===== src/rtl/half_adder.sv =====
// Registered multi-lane half adder with an any-carry flag and a saturating
// count of accepted samples. Each lane is independent; there is no cross-lane
// carry. Every output comes straight from a flop.
module half_adder #(
  parameter int unsigned WIDTH = 1,
  parameter int unsigned CNT_W = 16
) (
  input  logic             clk,
  input  logic             rst,
  input  logic             in_valid,
  input  logic [WIDTH-1:0] a,
  input  logic [WIDTH-1:0] b,
  output logic [WIDTH-1:0] c,
  output logic [WIDTH-1:0] d,
  output logic             out_valid,
  output logic             any_carry,
  output logic [CNT_W-1:0] sample_cnt
);

  localparam logic [CNT_W-1:0] CntMax = '1;

  logic [WIDTH-1:0] sum_q,   sum_d;
  logic [WIDTH-1:0] carry_q, carry_d;
  logic             any_q,   any_d;
  logic             valid_q, valid_d;
  logic [CNT_W-1:0] cnt_q,   cnt_d;

  // Next state: compute on accepted samples, otherwise hold. Operands are only
  // looked at when in_valid is high, so unknowns on idle cycles never reach a flop.
  always_comb begin
    sum_d   = sum_q;
    carry_d = carry_q;
    any_d   = any_q;
    cnt_d   = cnt_q;
    valid_d = in_valid;
    if (in_valid) begin
      sum_d   = a ^ b;
      carry_d = a & b;
      any_d   = |(a & b);
      // Counter sticks at all-ones rather than wrapping.
      cnt_d   = (cnt_q == CntMax) ? cnt_q : cnt_q + CNT_W'(1);
    end
  end

  // State registers; reset wins over an accepted sample on the same edge.
  always_ff @(posedge clk) begin
    if (rst) begin
      sum_q   <= '0;
      carry_q <= '0;
      any_q   <= 1'b0;
      valid_q <= 1'b0;
      cnt_q   <= '0;
    end else begin
      sum_q   <= sum_d;
      carry_q <= carry_d;
      any_q   <= any_d;
      valid_q <= valid_d;
      cnt_q   <= cnt_d;
    end
  end

  assign c          = sum_q;
  assign d          = carry_q;
  assign any_carry  = any_q;
  assign out_valid  = valid_q;
  assign sample_cnt = cnt_q;

endmodule


===== config.mk =====
export PLATFORM = sky130hd
export DESIGN_NAME = half_adder
export DESIGN_NICKNAME = d
export VERILOG_FILES = /design/src/rtl/half_adder.sv
export SDC_FILE = /design/constraint.sdc
export NUM_CORES = 1
export LEC_CHECK = 0
export CELL_PAD_IN_SITES_DETAIL_PLACEMENT = 1
export CELL_PAD_IN_SITES_GLOBAL_PLACEMENT = 2
export CORE_MARGIN = 8
export CORE_UTILIZATION = 38
export CTS_CLUSTER_DIAMETER = 50
export CTS_CLUSTER_SIZE = 8
export DETAILED_ROUTE_END_ITERATION = 6
export DONT_BUFFER_PORTS = 1
export PLACE_DENSITY = 0.76
export SLEW_MARGIN = 20
export SYNTH_ARGS = -nofsm -noshare
export SYNTH_HDL_FRONTEND = slang
export SYNTH_SLANG_ARGS = --single-unit
export TNS_END_PERCENT = 30

===== constraint.sdc =====
create_clock -name clk -period 4.5 [get_ports clk]
set_clock_uncertainty 0.05 [all_clocks]
set_input_delay 0.45 -clock clk [delete_from_list [all_inputs] [get_ports clk]]
set_output_delay 0.45 -clock clk [all_outputs]
set_load 0.01 [all_outputs]

==> impl_metrics.json <==
{
  "critPathKind": "reg2reg",
  "synthTopCellsByCount": "dfxtp_1, nor2_1, nor3_1, nand3_1",
  "grt_pass1_vias": 798,
  "portBuffers": 0,
  "cts_tree": "done",
  "syn_inst": 105,
  "wl_per_cell_um": 17.2,
  "core_sq_um": 2450,
  "clockRootBuffer": "clkbuf_4",
  "grt-ovfl-total": 0,
  "multi_input_area_sq_um": 554,
  "hold_slack_ns": 0.159,
  "synth_area_sq_um": 980,
  "grt_max_degree": 22,
  "report.power.total_uw": 273,
  "num_rows": 18,
  "worst_pin_slew_ns": 0.595,
  "synthFlopType": "dfxtp_1",
  "ys_seq_area_share_pct": 38.8,
  "fin_ws_ns": 2.39,
  "hold_end": "sample_cnt[15]",
  "pre_cts_slack_ns": 2.41,
  "synth_area_leaders": "dfxtp_1, nor2_1, nand4_2, mux2i_1, nor3_1",
  "arrival_ns": 2.26,
  "tns_ns": 0,
  "vias_per_cell": 5.87,
  "clk_path_buf_depth": 2,
  "drive_above_1_share_pct": 13.5,
  "clock_latency_ns": 0.29,
  "rsz0062_at_grt": "no",
  "postCtsSetupRepairBufs": 0,
  "syn_to_final_growth_pct": 3.19,
  "synth_most_common_cell": "dfxtp_1",
  "dp_hpwl_um": 1700,
  "hold_start": "rst",
  "ys_ff_latch": 19,
  "r2r-start": "sample_cnt[0]",
  "fp.dieH_um": 66.8,
  "startpoint_type": "register",
  "seqCellArea_sq_um": 380,
  "synth_top_area_share_pct": 38.8,
  "worst_setup_path_end_kind": "register",
  "die_w_um": 66.8,
  "period_share_pct": 46.9,
  "synth_top_cell_by_area": "dfxtp_1",
  "grt_pass1_wl_um": 4010,
  "fp.dieArea_sq_um": 4460,
  "crit_required_ns": 4.65,
  "diodes": 0,
  "num-nets-final": 112,
  "final_core_util_pct": 41.2,
  "p_leak_nw": 0.359,
  "cts-hold-fix-buffers": 0,
  "fin_crit_ns": 2.11,
  "first_pass_iters": 4,
  "crit_fanout": 12,
  "r2r-end": "sample_cnt[13]",
  "max_freq_mhz": 474,
  "ir_worst_vdd_mv": 0.144,
  "ff2ff_path_depth": 5,
  "place_area_sq_um": 983,
  "drc_errors": 0,
  "p_per_area_nw_per_um2": 270,
  "avgSynthCellArea_sq_um": 9.33,
  "ios": 25,
  "hold_class": "in2reg",
  "cts_made_buffers": 3,
  "hold_violations": 0,
  "post_cts_resized": 0,
  "htree_num_levels": 1,
  "synth_edf_count": 0,
  "stdcell_area_sq_um": 1010,
  "clk_pin_slew_ns": 0.11,
  "gp_congestion": 0.673,
  "hold-path-cell-count": 1,
  "wl_um": 2310,
  "setup_viol": 0,
  "fin_cells": 134,
  "maxSlewHeadroom_pct": 60.0,
  "initial_utilization_pct": 39.9,
  "syn_nets": 112,
  "r2r_slack_ns": 2.39,
  "drt_iter0_drc": 18,
  "synth_warnings": 0,
  "max_cap_viol_count": 0,
  "ant_nets": 0,
  "synthArstFlopShare_pct": 0,
  "numPlacedInstances": 130,
  "vias": 787,
  "slew_violations": 0,
  "track_usage_pct": 11.4,
  "nFillCells": 306,
  "synth.distinct_cells": 35,
  "status": "complete, no violations",
  "antenna_found_initial": 0,
  "cts_sinks": 19
}
flip-flops by register name, summed over array words and instances, names as in the netlist:
register    count
any_carry       1
c               1
out_valid       1
sample_cnt     16
worst max-delay path by stage:
stage                        startpoint             end  slack, ns  cells past startpoint
after floorplan           sample_cnt[0]  sample_cnt[13]       2.74                      6
after global placement    sample_cnt[0]  sample_cnt[13]       2.48                      5
after detailed placement  sample_cnt[0]  sample_cnt[13]       2.41                      5
after CTS                 sample_cnt[0]  sample_cnt[13]       2.37                      5
after global routing      sample_cnt[0]  sample_cnt[13]       2.20                      5
final                     sample_cnt[0]  sample_cnt[13]       2.39                      5
placed cells by master (no fill, tap or decap), drive strengths merged:
master   n
dfxtp   19
nor2    15
nor3     6
nand3    6
nand4    5
a21oi    4
a31oi    4
a211oi   4
nor4     4
mux2i    3
inv      3
or3      3
o21ai    3
clkbuf   3
xor2     2
nor2b    2
and4     2
and3     2
nand2    2
ha       2
o41ai    2
mux2     2
nor4b    2
nor3b    1
o31ai    1
or4      1
clkinv   1
worst max-delay path: stages, from the launching register on:
cell and delay, ns:
dfxtp_1 0.46, ha_1 0.30, nand4_2 0.24, nor4_4 0.52, nor4_1 0.14, mux2_4 0.31
cells by family (layout without fill, tap and decap cells):
kind of cell	Yosys count	in the layout	synth area share, %
and+or+nand+nor	51	51	34.0
AOI/OAI and AO/OA	18	18	12.5
xor gates and xnor gates	2	2	1.79
buffers and inverters	8	7	4.60
muxes	5	5	5.75
adders and majority gates	2	2	2.55
DFF	19	19	38.8
area by class of cell:
| type | instances | share of cell area, % |
|---|---|---|
| multi-input combinational | 78 | 54.8 |
| clock inverter | 1 | 0.495 |
| clock buffer | 3 | 2.23 |
| inverter | 3 | 1.11 |
| sequential | 19 | 37.6 |
| tap | 30 | 3.71 |
routing by layer:
layer | global-route usage, % | vias up | routed length (um)
li1 | - | 394 | -
met1 | 14.0 | 379 | 1080
met2 | 18.2 | 12 | 1080
met3 | 3.02 | 2 | 137
met4 | 4.80 | 0 | 15
met5 | 0 | - | 0
power breakdown:
| group | switching (mW) | leakage [nW] | total [mW] | internal (mW) |
|---|---|---|---|---|
| sequential | 0.00533 | 0.154 | 0.177 | 0.172 |
| clock | 0.0540 | 0.0177 | 0.0871 | 0.0331 |
| combinational | 0.00420 | 0.187 | 0.00888 | 0.00468 |
| total | 0.0635 | 0.359 | 0.273 | 0.209 |
Power figures use the tool's default switching activity.
==> variant, RTL diff (same flow settings) <==
Change the parameter `CNT_W` from 16 to 12.
--- a/src/rtl/half_adder.sv
+++ b/src/rtl/half_adder.sv
@@ -4,5 +4,5 @@
 module half_adder #(
   parameter int unsigned WIDTH = 1,
-  parameter int unsigned CNT_W = 16
+  parameter int unsigned CNT_W = 12
 ) (
   input  logic             clk,
Interface: changed (resized sample_cnt); port bits go from 25 to 21. No check against the original RTL was run, so the function may have changed too.
==> variant against the original RTL <==
  * Final cell count down 21%
  * Total power decreased by 16%
  * Global-route usage down 0.83 points
  * Sequential cell count shrank 4
  * Critical path depth did not move
  * Combinational power shrank 1%
  * Routed wire length decreased by 28%
  * Via count is 24% lower
  * Design area shrank 20%
  * First-iteration DRC count down 44%
  * Sequential power shrank 20%
  * Area after synthesis fell by 22%
  * Worst setup slack improved by 380 ps
  * Critical path type unchanged
  * Largest cell class unchanged
==> variant: results (changes against the original RTL) <==
Outcome
  – Status: finished, final reports clean (unchanged)

Place
  – Post-DP HPWL: 1.231 mm (was 1.698 mm)
  – # port buffers: 0 (unchanged)
  – GP Congestion: 0.6625 (was 0.6730)

Worst hold path
  – Worst Hold Class: in2reg (unchanged)
  – Hold Path Origin: rst (unchanged)
  – Sink of the worst hold path: sample_cnt[5]$_SDFFE_PP0P_ (was sample_cnt[15]$_SDFFE_PP0P_)
  – Hold Path Depth: 1 (unchanged)

Logic synthesis
  – Xor and xnor area share after synthesis: 0.02284 (was 0.01788)
  – Multiplexer share of the synthesized area: 0.06688 (was 0.05747)
  – Commonest cells in the netlist: dfxtp_1 (15), nor2_1 (11), nand2_1 (5), nor3_1 (5) (was dfxtp_1 (19), nor2_1 (15), nor3_1 (6))
  – Top cells by area, synth: dfxtp_1 (39%), nor2_1 (5.4%), mux2i_1 (5.2%) (was dfxtp_1 (39%), nor2_1 (5.7%), nand4_2 (3.8%))
  – Syn. warnings: 0 (unchanged)
  – Synth Net Count: 85 (was 112)
  – Synth Area in Adders: 0.03263 (was 0.02554)
  – Library cells used by synthesis: 31 (was 35)
  – Fraction of registers with async set/reset: 0 (unchanged)
  – Post-synthesis sequential area ratio: 0.3915 (was 0.3883)
  – Complex-gate fraction of the synthesized area: 0.1533 (was 0.1252)
  – Ys flop type: dfxtp_1 (unchanged)

Clocking
  – Post-cts sizing count: 0 (unchanged)
  – Setup Buffers After CTS: 0 (unchanged)
  – Latest clock arrival within the worst-skew pair: 280 ps
  – Reg clk slew, reported paths: 90 ps (was 110 ps)
  – CTS H-tree lvls: 1 (unchanged)
  – CTS Buf Count: 3 (unchanged)
  – Clk buf depth: 2 (unchanged)
  – Root buf cell: clkbuf_4 (unchanged)

Routing
  – Iter 0 DRT Violations: 10 (was 18)
  – Vias per inst: 5.642 (was 5.873)
  – DRT Pass-1 Iters: 4 (unchanged)
  – WL/cell: 15.68 um (was 17.22 um)

Critical path
  – R2r setup slk: 2770 ps (was 2390 ps)
  – Crit path max fanout: 5 (was 12)
  – CP Data Arrival Time: 1870 ps (was 2260 ps)
  – R2R Path End: sample_cnt[1]$_SDFFE_PP0P_ (was sample_cnt[13]$_SDFFE_PP0P_)
  – FF-to-FF path depth: 5 (unchanged)

Layout
  – Diode count: 0 (unchanged)
  – # nets final: 87 (was 112)
  – Share of layout cells above drive strength 1: 0.1646 (was 0.1346)
  – Max reg flops: 12 (was 16)
  – # fillers: 235 (was 306)

Global routing
  – Pin count of the biggest net entering global routing: 17 (was 22)
  – GRT Total Usage: 0.1054 (was 0.1137)
  – Initial antenna violation count: 0 (unchanged)
  – First-pass GRT wire length: 2.849 mm (was 4.008 mm)
  – Number of global-route vias before repair: 598 (was 798)

Power and ir drop
  – Maximum VDD drop: 0.0001813 V (was 0.0001441 V)
  – Pwr Density: 283.3 mW/mm^2 (was 269.9 mW/mm^2)
  – P_leak: 0.3081 nW (was 0.3590 nW)

Timing
  – Rel. slew slack: 0.7635 (was 0.6001)
[variant: logic make-up after synthesis]
family / after synthesis
simple gates: 38
flops: 15
compound gates: 13
mux: 5
buf+inv: 3
xor+xnor: 2
fa+ha+maj: 2
[variant: layout make-up]
type	count	area, sq um	area share
sequential	15	300.3	0.3727
clock buffer	3	22.52	0.02795
tap	27	33.78	0.04193
multi-input combinational	60	444.2	0.5512
clock inverter	1	5.005	0.006211
[variant: worst max-delay path by stage]
stage,startpoint,endpoint,slack [ps],cells past startpoint
after floorplan,sample_cnt[0]$_SDFFE_PP0P_,sample_cnt[1]$_SDFFE_PP0P_,2890,5
after global placement,sample_cnt[0]$_SDFFE_PP0P_,sample_cnt[1]$_SDFFE_PP0P_,2810,5
after detailed placement,sample_cnt[0]$_SDFFE_PP0P_,sample_cnt[1]$_SDFFE_PP0P_,2760,5
after CTS,sample_cnt[0]$_SDFFE_PP0P_,sample_cnt[1]$_SDFFE_PP0P_,2750,5
after global routing,sample_cnt[0]$_SDFFE_PP0P_,sample_cnt[4]$_SDFFE_PP0P_,2570,5
final,sample_cnt[0]$_SDFFE_PP0P_,sample_cnt[1]$_SDFFE_PP0P_,2770,5
[variant: layer usage]
layer  GRT usage  vias to the layer above  share of wire
li1            -                      290              -
met1      0.1235                      285           0.46
met2      0.1493                       19           0.43
met3     0.04873                        4          0.092
met4     0.06977                        0          0.019
met5           0                        -              0
[variant: stage by stage]
stage / hold WS, ps / std cells / setup slack (ps) / instance area [sq um]
final: 169.2 / 106 / 2771 / 805.8
after CTS: 148.3 / 106 / 2745 / 805.8
after global placement: 472.0 / 102 / 2812 / 778.2
after floorplan: 471.6 / 78 / 2894 / 767.0
after global routing: 147.5 / 106 / 2566 / 805.8
after detailed placement: 474.3 / 102 / 2756 / 778.2
[variant: critical path: stages (launching register included)]
cell	delay (ps)
dfxtp_1	450
ha_1	270
nand3_2	190
o41ai_4	390
mux2i_1	230
nor2_1	50
[variant: where the power goes]
group	total, mW	switching [mW]	leakage, nW	internal, mW
registers	0.141	0.00525	0.122	0.136
clock network	0.0781	0.0451	0.0177	0.0330
logic	0.00879	0.00346	0.169	0.00532
total	0.228	0.0538	0.308	0.174
